### src/rtl/mc_pkg.sv
`default_nettype none
// ============================================================================
// Module      : mc_pkg
// Description : Shared types and encodings for the multicycle MIPS control
//               unit: FSM state enum, opcode/funct values, ALU function codes
//               and datapath mux select enums.
// Revision    : 1.0 - initial release
// ============================================================================
package mc_pkg;

  // Controller states, 4-bit encoding
  typedef enum logic [3:0] {
    S_FETCH    = 4'd0,
    S_DECODE   = 4'd1,
    S_EXEC_R   = 4'd2,
    S_EXEC_I   = 4'd3,
    S_MEM_ADDR = 4'd4,
    S_MEM_RD   = 4'd5,
    S_MEM_WR   = 4'd6,
    S_WB_MEM   = 4'd7,
    S_WB_ALU   = 4'd8,
    S_BRANCH   = 4'd9,
    S_JUMP     = 4'd10,
    S_HALT     = 4'd11
  } state_e;

  // Primary opcodes, IR[31:26]
  localparam logic [5:0] OP_RTYPE = 6'h00;
  localparam logic [5:0] OP_J     = 6'h02;
  localparam logic [5:0] OP_JAL   = 6'h03;
  localparam logic [5:0] OP_BEQ   = 6'h04;
  localparam logic [5:0] OP_BNE   = 6'h05;
  localparam logic [5:0] OP_ADDI  = 6'h08;
  localparam logic [5:0] OP_SLTI  = 6'h0A;
  localparam logic [5:0] OP_SLTIU = 6'h0B;
  localparam logic [5:0] OP_ANDI  = 6'h0C;
  localparam logic [5:0] OP_ORI   = 6'h0D;
  localparam logic [5:0] OP_XORI  = 6'h0E;
  localparam logic [5:0] OP_LUI   = 6'h0F;
  localparam logic [5:0] OP_LW    = 6'h23;
  localparam logic [5:0] OP_SW    = 6'h2B;

  // R-type function codes, IR[5:0]
  localparam logic [5:0] F_SLL  = 6'h00;
  localparam logic [5:0] F_SRL  = 6'h02;
  localparam logic [5:0] F_SRA  = 6'h03;
  localparam logic [5:0] F_JR   = 6'h08;
  localparam logic [5:0] F_ADD  = 6'h20;
  localparam logic [5:0] F_ADDU = 6'h21;
  localparam logic [5:0] F_SUB  = 6'h22;
  localparam logic [5:0] F_SUBU = 6'h23;
  localparam logic [5:0] F_AND  = 6'h24;
  localparam logic [5:0] F_OR   = 6'h25;
  localparam logic [5:0] F_XOR  = 6'h26;
  localparam logic [5:0] F_NOR  = 6'h27;
  localparam logic [5:0] F_SLT  = 6'h2A;
  localparam logic [5:0] F_SLTU = 6'h2B;

  // ALU function codes {sub,bool1,bool0,shft,math}
  localparam logic [4:0] ALUFN_ADD  = 5'b00001;
  localparam logic [4:0] ALUFN_SUB  = 5'b10001;
  localparam logic [4:0] ALUFN_AND  = 5'b00000;
  localparam logic [4:0] ALUFN_OR   = 5'b00100;
  localparam logic [4:0] ALUFN_XOR  = 5'b01000;
  localparam logic [4:0] ALUFN_NOR  = 5'b01100;
  localparam logic [4:0] ALUFN_SLT  = 5'b10011;
  localparam logic [4:0] ALUFN_SLTU = 5'b10111;
  localparam logic [4:0] ALUFN_SLL  = 5'b00010;
  localparam logic [4:0] ALUFN_SRL  = 5'b01010;
  localparam logic [4:0] ALUFN_SRA  = 5'b01110;

  // ALU operand B select
  typedef enum logic [1:0] {
    SRCB_B    = 2'd0,
    SRCB_FOUR = 2'd1,
    SRCB_SEXT = 2'd2,
    SRCB_ZEXT = 2'd3
  } srcb_e;

  // PC next-value select
  typedef enum logic [1:0] {
    PCSRC_ALU    = 2'd0,
    PCSRC_ALUOUT = 2'd1,
    PCSRC_JUMP   = 2'd2,
    PCSRC_REGA   = 2'd3
  } pc_src_e;

  // Register file write-data select
  typedef enum logic [1:0] {
    WD_ALUOUT = 2'd0,
    WD_MDR    = 2'd1,
    WD_PC     = 2'd2,
    WD_LUI    = 2'd3
  } wd_src_e;

  // Register file destination select
  typedef enum logic [1:0] {
    DST_RT = 2'd0,
    DST_RD = 2'd1,
    DST_RA = 2'd2
  } reg_dst_e;

  // Logical immediates take a zero-extended operand; all others sign-extend
  function automatic logic uses_zext_imm(input logic [5:0] op);
    return (op == OP_ANDI) || (op == OP_ORI) || (op == OP_XORI);
  endfunction

  // States in which the controller waits on the memory handshake
  function automatic logic is_wait_state(input state_e st);
    return (st == S_FETCH) || (st == S_MEM_RD) || (st == S_MEM_WR);
  endfunction

endpackage : mc_pkg
`default_nettype wire

### src/rtl/alu_decoder.sv
`default_nettype none
// ============================================================================
// Module      : alu_decoder
// Description : Combinational decode of {op,funct} into the ALU function
//               code. valid flags every instruction the controller supports,
//               including those that do not use the ALU result.
// Revision    : 1.0 - initial release
// ============================================================================
module alu_decoder
  import mc_pkg::*;
(
  input  logic [5:0] op,
  input  logic [5:0] funct,
  output logic [4:0] alufn,
  output logic       valid
);

  // Map opcode / function field to ALU operation and legality
  always_comb begin
    alufn = ALUFN_ADD;
    valid = 1'b1;
    case (op)
      OP_RTYPE: begin
        case (funct)
          F_ADD, F_ADDU: alufn = ALUFN_ADD;
          F_SUB, F_SUBU: alufn = ALUFN_SUB;
          F_AND:         alufn = ALUFN_AND;
          F_OR:          alufn = ALUFN_OR;
          F_XOR:         alufn = ALUFN_XOR;
          F_NOR:         alufn = ALUFN_NOR;
          F_SLT:         alufn = ALUFN_SLT;
          F_SLTU:        alufn = ALUFN_SLTU;
          F_SLL:         alufn = ALUFN_SLL;
          F_SRL:         alufn = ALUFN_SRL;
          F_SRA:         alufn = ALUFN_SRA;
          F_JR:          alufn = ALUFN_ADD;
          default:       valid = 1'b0;
        endcase
      end
      OP_ADDI:         alufn = ALUFN_ADD;
      OP_SLTI:         alufn = ALUFN_SLT;
      OP_SLTIU:        alufn = ALUFN_SLTU;
      OP_ANDI:         alufn = ALUFN_AND;
      OP_ORI:          alufn = ALUFN_OR;
      OP_XORI:         alufn = ALUFN_XOR;
      OP_LUI:          alufn = ALUFN_ADD;
      OP_LW, OP_SW:    alufn = ALUFN_ADD;
      OP_BEQ, OP_BNE:  alufn = ALUFN_SUB;
      OP_J, OP_JAL:    alufn = ALUFN_ADD;
      default:         valid = 1'b0;
    endcase
  end

endmodule : alu_decoder
`default_nettype wire

### src/rtl/mc_control_fsm.sv
`default_nettype none
// ============================================================================
// Module      : mc_control_fsm
// Description : Multicycle MIPS control unit. Sequences FETCH / DECODE /
//               EXEC / MEM / WB for each instruction, drives ALU function and
//               datapath enables, stalls on mem_ready and raises a sticky
//               bus_err if memory fails to answer within WAIT_LIMIT cycles.
//               Build option MC_ILLEGAL_TRAP_EN: unknown instructions halt the
//               controller and set the sticky illegal_op output; otherwise
//               they execute as a NOP and illegal_op does not exist.
// Revision    : 1.0 - initial release
// ============================================================================
module mc_control_fsm
  import mc_pkg::*;
#(
  parameter int WAIT_LIMIT = 15
)(
  input  logic       clk,
  input  logic       reset,
  input  logic [5:0] op,
  input  logic [5:0] funct,
  input  logic       FlagZ,
  input  logic       mem_ready,
  output logic [4:0] ALUfn,
  output logic       alu_srca,
  output logic [1:0] alu_srcb,
  output logic       pc_en,
  output logic [1:0] pc_src,
  output logic       ir_en,
  output logic       iord,
  output logic       mem_rd,
  output logic       mem_wr,
  output logic       reg_wr,
  output logic [1:0] reg_dst,
  output logic [1:0] wd_src,
  output logic       bus_err
`ifdef MC_ILLEGAL_TRAP_EN
  ,
  output logic       illegal_op
`endif
);

  localparam int                 c_cnt_w      = $clog2(WAIT_LIMIT + 1);
  localparam logic [c_cnt_w-1:0] c_wait_limit = c_cnt_w'(WAIT_LIMIT);

  state_e             r_state;
  state_e             w_state_next;
  logic [c_cnt_w-1:0] r_wait_cnt;
  logic               r_bus_err;
  logic               w_set_bus_err;
  logic               w_wait_expired;

  // Ungated strobes; reset low masks them at the outputs
  logic               w_pc_en;
  logic               w_ir_en;
  logic               w_mem_wr;
  logic               w_reg_wr;

  logic [4:0]         w_dec_alufn;
  logic               w_dec_valid;

  logic               w_is_rtype;
  logic               w_is_jr;
  logic               w_is_jal;
  logic               w_is_lui;
  logic               w_is_beq;
  logic               w_is_sw;

`ifdef MC_ILLEGAL_TRAP_EN
  logic               r_illegal_op;
  logic               w_set_illegal;
`endif

  alu_decoder u_alu_decoder (
    .op    (op),
    .funct (funct),
    .alufn (w_dec_alufn),
    .valid (w_dec_valid)
  );

  assign w_is_rtype = (op == OP_RTYPE);
  assign w_is_jr    = w_is_rtype && (funct == F_JR);
  assign w_is_jal   = (op == OP_JAL);
  assign w_is_lui   = (op == OP_LUI);
  assign w_is_beq   = (op == OP_BEQ);
  assign w_is_sw    = (op == OP_SW);

  // Waiting state has run out of patience; a ready on this cycle still wins
  assign w_wait_expired = !mem_ready && (r_wait_cnt == c_wait_limit);

  // Next-state and Moore output decode
  always_comb begin
    w_state_next  = r_state;
    w_set_bus_err = 1'b0;
`ifdef MC_ILLEGAL_TRAP_EN
    w_set_illegal = 1'b0;
`endif
    ALUfn    = ALUFN_ADD;
    alu_srca = 1'b0;
    alu_srcb = SRCB_B;
    w_pc_en  = 1'b0;
    pc_src   = PCSRC_ALU;
    w_ir_en  = 1'b0;
    iord     = 1'b0;
    mem_rd   = 1'b0;
    w_mem_wr = 1'b0;
    w_reg_wr = 1'b0;
    reg_dst  = DST_RT;
    wd_src   = WD_ALUOUT;

    case (r_state)
      S_FETCH: begin
        // PC+4 computed alongside the instruction read
        mem_rd   = 1'b1;
        alu_srcb = SRCB_FOUR;
        w_pc_en  = mem_ready;
        w_ir_en  = mem_ready;
        if (mem_ready) begin
          w_state_next = S_DECODE;
        end else if (w_wait_expired) begin
          w_set_bus_err = 1'b1;
          w_state_next  = S_HALT;
        end
      end

      S_DECODE: begin
        // Branch target precomputed into ALUOut while decoding
        alu_srcb = SRCB_SEXT;
        if (!w_dec_valid) begin
`ifdef MC_ILLEGAL_TRAP_EN
          w_set_illegal = 1'b1;
          w_state_next  = S_HALT;
`else
          w_state_next  = S_FETCH;
`endif
        end else begin
          case (op)
            OP_RTYPE:         w_state_next = w_is_jr ? S_JUMP : S_EXEC_R;
            OP_LW, OP_SW:     w_state_next = S_MEM_ADDR;
            OP_ADDI, OP_SLTI, OP_SLTIU,
            OP_ANDI, OP_ORI, OP_XORI:
                              w_state_next = S_EXEC_I;
            OP_LUI:           w_state_next = S_WB_ALU;
            OP_BEQ, OP_BNE:   w_state_next = S_BRANCH;
            OP_J, OP_JAL:     w_state_next = S_JUMP;
            default:          w_state_next = S_FETCH;
          endcase
        end
      end

      S_EXEC_R: begin
        alu_srca     = 1'b1;
        alu_srcb     = SRCB_B;
        ALUfn        = w_dec_alufn;
        w_state_next = S_WB_ALU;
      end

      S_EXEC_I: begin
        alu_srca     = 1'b1;
        alu_srcb     = uses_zext_imm(op) ? SRCB_ZEXT : SRCB_SEXT;
        ALUfn        = w_dec_alufn;
        w_state_next = S_WB_ALU;
      end

      S_WB_ALU: begin
        w_reg_wr     = 1'b1;
        reg_dst      = w_is_rtype ? DST_RD : DST_RT;
        wd_src       = w_is_lui ? WD_LUI : WD_ALUOUT;
        w_state_next = S_FETCH;
      end

      S_MEM_ADDR: begin
        alu_srca     = 1'b1;
        alu_srcb     = SRCB_SEXT;
        w_state_next = w_is_sw ? S_MEM_WR : S_MEM_RD;
      end

      S_MEM_RD: begin
        iord   = 1'b1;
        mem_rd = 1'b1;
        if (mem_ready) begin
          w_state_next = S_WB_MEM;
        end else if (w_wait_expired) begin
          w_set_bus_err = 1'b1;
          w_state_next  = S_HALT;
        end
      end

      S_MEM_WR: begin
        // Write request is a level held for the whole wait
        iord     = 1'b1;
        w_mem_wr = 1'b1;
        if (mem_ready) begin
          w_state_next = S_FETCH;
        end else if (w_wait_expired) begin
          w_set_bus_err = 1'b1;
          w_state_next  = S_HALT;
        end
      end

      S_WB_MEM: begin
        w_reg_wr     = 1'b1;
        wd_src       = WD_MDR;
        reg_dst      = DST_RT;
        w_state_next = S_FETCH;
      end

      S_BRANCH: begin
        ALUfn        = ALUFN_SUB;
        alu_srca     = 1'b1;
        alu_srcb     = SRCB_B;
        pc_src       = PCSRC_ALUOUT;
        w_pc_en      = w_is_beq ? FlagZ : !FlagZ;
        w_state_next = S_FETCH;
      end

      S_JUMP: begin
        w_pc_en = 1'b1;
        pc_src  = w_is_jr ? PCSRC_REGA : PCSRC_JUMP;
        if (w_is_jal) begin
          w_reg_wr = 1'b1;
          reg_dst  = DST_RA;
          wd_src   = WD_PC;
        end
        w_state_next = S_FETCH;
      end

      S_HALT: begin
        w_state_next = S_HALT;
      end

      default: begin
        w_state_next = S_FETCH;
      end
    endcase
  end

  // Strobes are forced low for as long as reset is asserted
  assign pc_en  = w_pc_en  & reset;
  assign ir_en  = w_ir_en  & reset;
  assign mem_wr = w_mem_wr & reset;
  assign reg_wr = w_reg_wr & reset;

  // State register
  always_ff @(posedge clk) begin
    if (!reset) begin
      r_state <= S_FETCH;
    end else begin
      r_state <= w_state_next;
    end
  end

  // Memory wait counter: clears on any state change, counts idle wait cycles
  always_ff @(posedge clk) begin
    if (!reset) begin
      r_wait_cnt <= '0;
    end else if (w_state_next != r_state) begin
      r_wait_cnt <= '0;
    end else if (is_wait_state(r_state) && !mem_ready) begin
      r_wait_cnt <= r_wait_cnt + c_cnt_w'(1);
    end
  end

  // Sticky bus error flag
  always_ff @(posedge clk) begin
    if (!reset) begin
      r_bus_err <= 1'b0;
    end else if (w_set_bus_err) begin
      r_bus_err <= 1'b1;
    end
  end

  assign bus_err = r_bus_err;

`ifdef MC_ILLEGAL_TRAP_EN
  // Sticky illegal-instruction flag
  always_ff @(posedge clk) begin
    if (!reset) begin
      r_illegal_op <= 1'b0;
    end else if (w_set_illegal) begin
      r_illegal_op <= 1'b1;
    end
  end

  assign illegal_op = r_illegal_op;
`endif

endmodule : mc_control_fsm
`default_nettype wire

### config.mk
export PLATFORM = sky130hd
export DESIGN_NAME = mc_control_fsm
export DESIGN_NICKNAME = d
export VERILOG_FILES = /design/src/rtl/mc_pkg.sv /design/src/rtl/alu_decoder.sv /design/src/rtl/mc_control_fsm.sv
export SDC_FILE = /design/constraint.sdc
export NUM_CORES = 1
export LEC_CHECK = 0
export BUFFER_PORTS_ARGS = -buffer_cell sky130_fd_sc_hd__buf_2
export CAP_MARGIN = 30
export CORE_MARGIN = 10
export CORE_UTILIZATION = 30
export CTS_CLUSTER_DIAMETER = 50
export DETAILED_ROUTE_END_ITERATION = 12
export PLACE_DENSITY = 0.47
export SLEW_MARGIN = 5
export SYNTH_ARGS = -nofsm -noshare
export SYNTH_HDL_FRONTEND = slang
export SYNTH_SLANG_ARGS = --single-unit
### constraint.sdc
create_clock -name clk -period 2.51 [get_ports clk]
set_clock_uncertainty 0.1 [all_clocks]
set_input_delay 0.1255 -clock clk [delete_from_list [all_inputs] [get_ports clk]]
set_output_delay 0.1255 -clock clk [all_outputs]
set_load 0.1 [all_outputs]
==> metrics.yaml, run 1 <==
row_count: 25
power.static_leakage_nw: 0.688
worst-setup-path-type: "reg -> out"
crit_required_ps: 2280
drive_gt1_share_pct: 32.3
power_density_nw_per_um2: 275
synth_most_common_cell: "nor2_1"
cts_setup_buffers: 0
netlist_area_um2: 1480
synth-seq-area-share_pct: 12.2
period_needed_ps: 2360
post-route-drc-count: 0
hold_depth: 2
slowest_delay_ps: 530
r2r-start: "r_state[1]$_SDFF_PN0_"
tns_ps: 0
htree_levels: 1
async_reset_ff_share_pct: 0
r2r_end: "r_wait_cnt[1]$_SDFFE_PP0P_"
grt_start_max_net_pins: 19
finalCritPeriodShare_pct: 94.2
ios: 37
irDropWorstVdd_uv: 236
synth_top_family_by_area: "simple AND/OR/NAND/NOR gates"
antenna_found_initial: 0
cts_sinks: 9
yosys-top-cells-area: "dfxtp_1 12%, a21oi_1 5.4%, nor2_1 5.3%, buf_6 3.8%, nand2b_1 3.8%"
fin_ws_ps: 146
numCtsBuffers: 3
startpoint_type: "flip-flop"
initial_core_util_pct: 31.2
drt_iter0_drc: 179
grt_overflow: 0
hold_buffers: 0
wl_met1_mm: 2.22
viasPerCell: 5.52
hold_path.class: "in -> reg"
synth_fa_ha_area_share_pct: 1.52
tritoncts: "built"
grt_pass1_vias: 1598
area_delta_synth_final_pct: 26.3
die_w_um: 90.3
synth_compound_area_share_pct: 28.0
routed.top_layer: "met4"
fin_nets: 253
pre_cts_slack_ps: 287
clockBufferDepth: 2
core_region_area_um2: 4750
crit_path_end_kind: "output port"
io_buffer_count: 36
vias: 1666
finalHoldViolCount: 0
synth_top_area_share_pct: 12.2
finalSetupViolations: 0
syn-instance-count: 202
tightestPinTransition_ps: 523
reg2regPathDepth: 6
gp_congestion: 0.833
path_cells: "or2_1 -> a2111o_1 -> or4_1 -> clkbuf_4"
cap_violations: 0
met2RoutedLength_mm: 2.31
hold_path_end: "r_state[1]$_SDFF_PN0_"
synth_warnings: 0
grt_pass1_wl_mm: 8.08
drt_wl_total_mm: 4.80
ys.flop_type: "dfxtp_1"
cp.arrival_ps: 2140
rsz0062_at_grt: "false"
first_pass_iters: 4
clkLatencyLatePin_ps: 230
crit_path_max_fanout: 12
slowest_stage: "or4_1"
timing.fmax_mhz: 423
clk_pin_slew_ps: 40
die_area_um2: 8150
synth_common_cells: "21 x nor2_1, 16 x a21oi_1, 11 x nand2_1, 10 x nor3_1"
wire_per_inst_um: 15.9
synth_cell_types: 65
max-slew-margin-rel_pct: 65.2
syn_avg_cell_area_um2: 7.33
run_status: "completed"
grt_use_total_pct: 11.5
synthSimpleGateAreaFrac_pct: 42.8
die_h_um: 90.3
syn_nets: 219
yosys.area.top_type: "dfxtp_1"
dp_hpwl_mm: 3.86
cts-root-buf: "clkbuf_8"
synth-edff-count: 0
ys_ff_latch: 9
drv_slew: 0
synthMuxAreaShare_pct: 3.63
synth_xor_area_share_pct: 3.46
multiInputGateArea_um2: 1220
ant_nets: 0
final-seq-area_um2: 181
ff2ff_setup_slack_ps: 320
antennaDiodeCount: 0
min-delay-start: "reset"
met3_length_um: 220
fill_cells: 527
-- layout make-up --
cell class | count | share of cell area [%]
Multi-Input combinational cell | 173 | 65.3
Sequential cell | 9 | 9.70
Tap cell | 67 | 4.48
Clock buffer | 4 | 2.41
Timing Repair Buffer | 44 | 17.1
Inverter | 5 | 1.00
-- critical path, delay by kind of cell, from the launching register on --
family                 cells  cell delay, ps
and+or+nand+nor            2             850
AOI/OAI and AO/OA          1             350
DFF                        1             420
buffers and inverters      1             290
-- sequential cells by signal, summed over array words and instances, names as in the netlist --
register,flops
r_wait_cnt,4
r_state,4
bus_err,1
-- layer usage --
| layer | GRT usage [%] | vias to the layer above |
|---|---|---|
| met5 | 0 | - |
| li1 | - | 818 |
| met3 | 1.66 | 4 |
| met1 | 15.1 | 792 |
| met2 | 19.2 | 52 |
| met4 | 2.52 | 0 |
-- layout by cell type, fill, tap and decap left out, drive strengths merged, types with 4 or more instances in the layout --
master	instances
a21oi	16
a31oi	6
and2	4
buf	42
clkbuf	6
dfxtp	9
inv	5
nand2	11
nand2b	10
nand3	5
nand4	4
nor2	21
nor2b	7
nor3	10
nor4	5
o21ai	9
or2	5
or3b	5
-- report_power, final --
group | internal [mW] | switching [mW]
Combinational | 0.0653 | 0.133
Clock | 0.110 | 0.0547
Sequential | 0.147 | 0.00435
-- kinds of logic (layout without fill, tap and decap cells) --
group / after synthesis / count (layout)
adders and majority gates: 2 / 2
xor gates and xnor gates: 5 / 5
buffers and inverters: 20 / 53
muxes: 4 / 4
and+or+nand+nor: 107 / 107
DFF: 9 / 9
AOI/OAI and AO/OA: 55 / 55
-- worst max path at each step --
stage                          start         to  cells after the start
5_1_grt        r_state[3]$_SDFF_PN0_  wd_src[1]                      6
4_1_cts        r_state[1]$_SDFF_PN0_   ALUfn[0]                      5
3_3_place_gp                   op[3]      pc_en                      7
2_1_floorplan  r_state[3]$_SDFF_PN0_   ALUfn[4]                      4
3_5_place_dp                   op[3]      pc_en                      7
6_report       r_state[3]$_SDFF_PN0_   ALUfn[0]                      4
-- stage by stage --
step	total power [mW]	cell area, um^2	util, %	hold slack (ps)	std cells
after floorplan	0.306	1530	-	143	202
after detailed placement	0.352	1820	38.3	375	298
after CTS	0.520	1860	39.2	146	302
after global routing	0.547	1870	39.3	146	302
final	0.515	1870	39.3	144	302
after global placement	0.353	1820	38.3	370	298
-- repair_timing --
item                                    CTS  global route
endpoints found under the hold margin     0             0
endpoints found under the setup margin    0             3
resized for setup                         0             3
Note: power is estimated with default switching activity, not from simulation.
==> run 2: changes to the inputs <==
CELL_PAD_IN_SITES_DETAIL_PLACEMENT = 1   (was not set)
CELL_PAD_IN_SITES_GLOBAL_PLACEMENT = 2   (was not set)
CORE_MARGIN = not set   (was 10)
PLACE_DENSITY = 0.78   (was 0.47)
==> run 2 against run 1 <==
Compared with the run above:
- global-route usage increased by 7.8 points
- routed wire length is 2.5% higher
- non-clock buffer count rose by 3
- worst hold slack worse by 33 ps
==> metrics.yaml, run 2 (synthesis results as in run 1) <==
startpoint: "r_state[1]$_SDFF_PN0_"
viasPerCell: 5.59
timing.fmax_mhz: 417
drv_slew: 0
drive_gt1_share_pct: 32.8
max-slew-margin-rel_pct: 67.3
wire_per_inst_um: 16.1
cts-root-buf: "clkbuf_8"
drt_iter0_drc: 90
postLayoutCellArea_um2: 1860
cts_setup_buffers: 0
vias: 1704
cp-endpoint: "ALUfn[0]"
r2r_end: "r_wait_cnt[3]$_SDFFE_PP0P_"
final_cell_mix: "33 x buf_2, 20 x nor2_1, 15 x a21oi_1"
antennaDiodeCount: 0
hold_path.class: "in -> reg"
power_density_nw_per_um2: 280
grt_overflow: 0
grt_pass1_vias: 1569
worst-setup-path-type: "reg -> out"
area_delta_synth_final_pct: 25.3
die_h_um: 72.3
r2r-start: "r_state[0]$_SDFF_PN0_"
hold_buffers: 0
ant_nets: 0
row_count: 25
gp_congestion: 0.810
finalHoldViolCount: 0
finalCritPeriodShare_pct: 95.5
first_pass_iters: 4
run_status: "completed"
cts_sinks: 9
layout_commonest_cell: "buf_2"
startpoint_type: "flip-flop"
htree_levels: 1
crit_path_max_fanout: 4
tns_ps: 0
crit_path_end_kind: "output port"
antenna_found_initial: 0
clkLatencyLatePin_ps: 230
finalSetupViolations: 0
placed_area_um2: 1810
power.static_leakage_nw: 0.695
ff2ff_setup_slack_ps: 350
irDropWorstVdd_uv: 235
fill_cells: 597
fin_nets: 256
grt_pass1_wl_mm: 8.01
die_w_um: 72.3
tightestPinTransition_ps: 494
period_needed_ps: 2400
dp_hpwl_mm: 3.86
grt_use_total_pct: 19.3
io_buffer_count: 36
crit_required_ps: 2280
numCtsBuffers: 3
post-route-drc-count: 0
ios: 37
clk_pin_slew_ps: 50
cts_resized: 0
grt_start_max_net_pins: 19
cap_violations: 0
clockBufferDepth: 2
die_area_um2: 5220
rsz0062_at_grt: "false"
drt_wl_total_mm: 4.92
tritoncts: "built"
initial_core_util_pct: 31.4
core_region_area_um2: 4720
reg2regPathDepth: 5
cp.arrival_ps: 2170
run 2: changes by cell type in the layout (fill, tap and decap cells not counted), sizes merged:
| cell | change |
|---|---|
| buf | +5 |
| clkbuf | -2 |
run 2: final cells by class:
class | instances | area (um^2) | area share [%]
flip-flops and latches | 9 | 180 | 9.70
repair buffers | 47 | 308 | 16.6
well taps | 67 | 83.8 | 4.51
inverters | 5 | 18.8 | 1.01
multi-input cells | 173 | 1220 | 65.8
clock buffers | 4 | 45.0 | 2.43
run 2: how the worst min path moves through the flow:
stage                                       end  start  depth (start not counted)
final                     r_state[1]$_SDFF_PN0_  reset                          2
after global routing      r_state[1]$_SDFF_PN0_  reset                          2
after CTS                 r_state[1]$_SDFF_PN0_  reset                          2
after detailed placement  r_state[1]$_SDFF_PN0_  reset                          2
after global placement    r_state[1]$_SDFF_PN0_  reset                          2
after floorplan           r_state[1]$_SDFF_PN0_  reset                          1
run 2: critical path: stages (launching register included):
cell	delay (ps)
dfxtp_1	380
nand2b_4	80
or2_1	270
a2111o_1	370
or4_1	530
buf_2	310
run 2: through the flow:
step	instances	hold slack (ps)	total power [mW]	util, %	worst slack (ps)
2_1_floorplan	202	143	0.306	-	-298
3_3_place_gp	301	361	0.356	38.4	249
3_5_place_dp	301	357	0.357	38.4	220
4_1_cts	305	109	0.528	39.3	106
5_1_grt	305	110	0.552	39.3	19.7
6_report	305	111	0.520	39.3	113
run 2: metal layers:
| metal | share of wire, % | global-route usage (%) | vias to the layer above |
|---|---|---|---|
| li1 | - | - | 821 |
| met1 | 49 | 28.7 | 841 |
| met2 | 47 | 30.9 | 40 |
| met3 | 3.5 | 2.50 | 2 |
| met4 | 0.081 | 1.31 | 0 |
| met5 | 0 | 0 | - |
run 2: report_power, final:
group          internal (mW)  leakage (nW)  switching [mW]  total (mW)
registers              0.147        0.0729         0.00532       0.152
clock network          0.110        0.0228          0.0551       0.166
logic                 0.0677         0.599           0.135       0.202
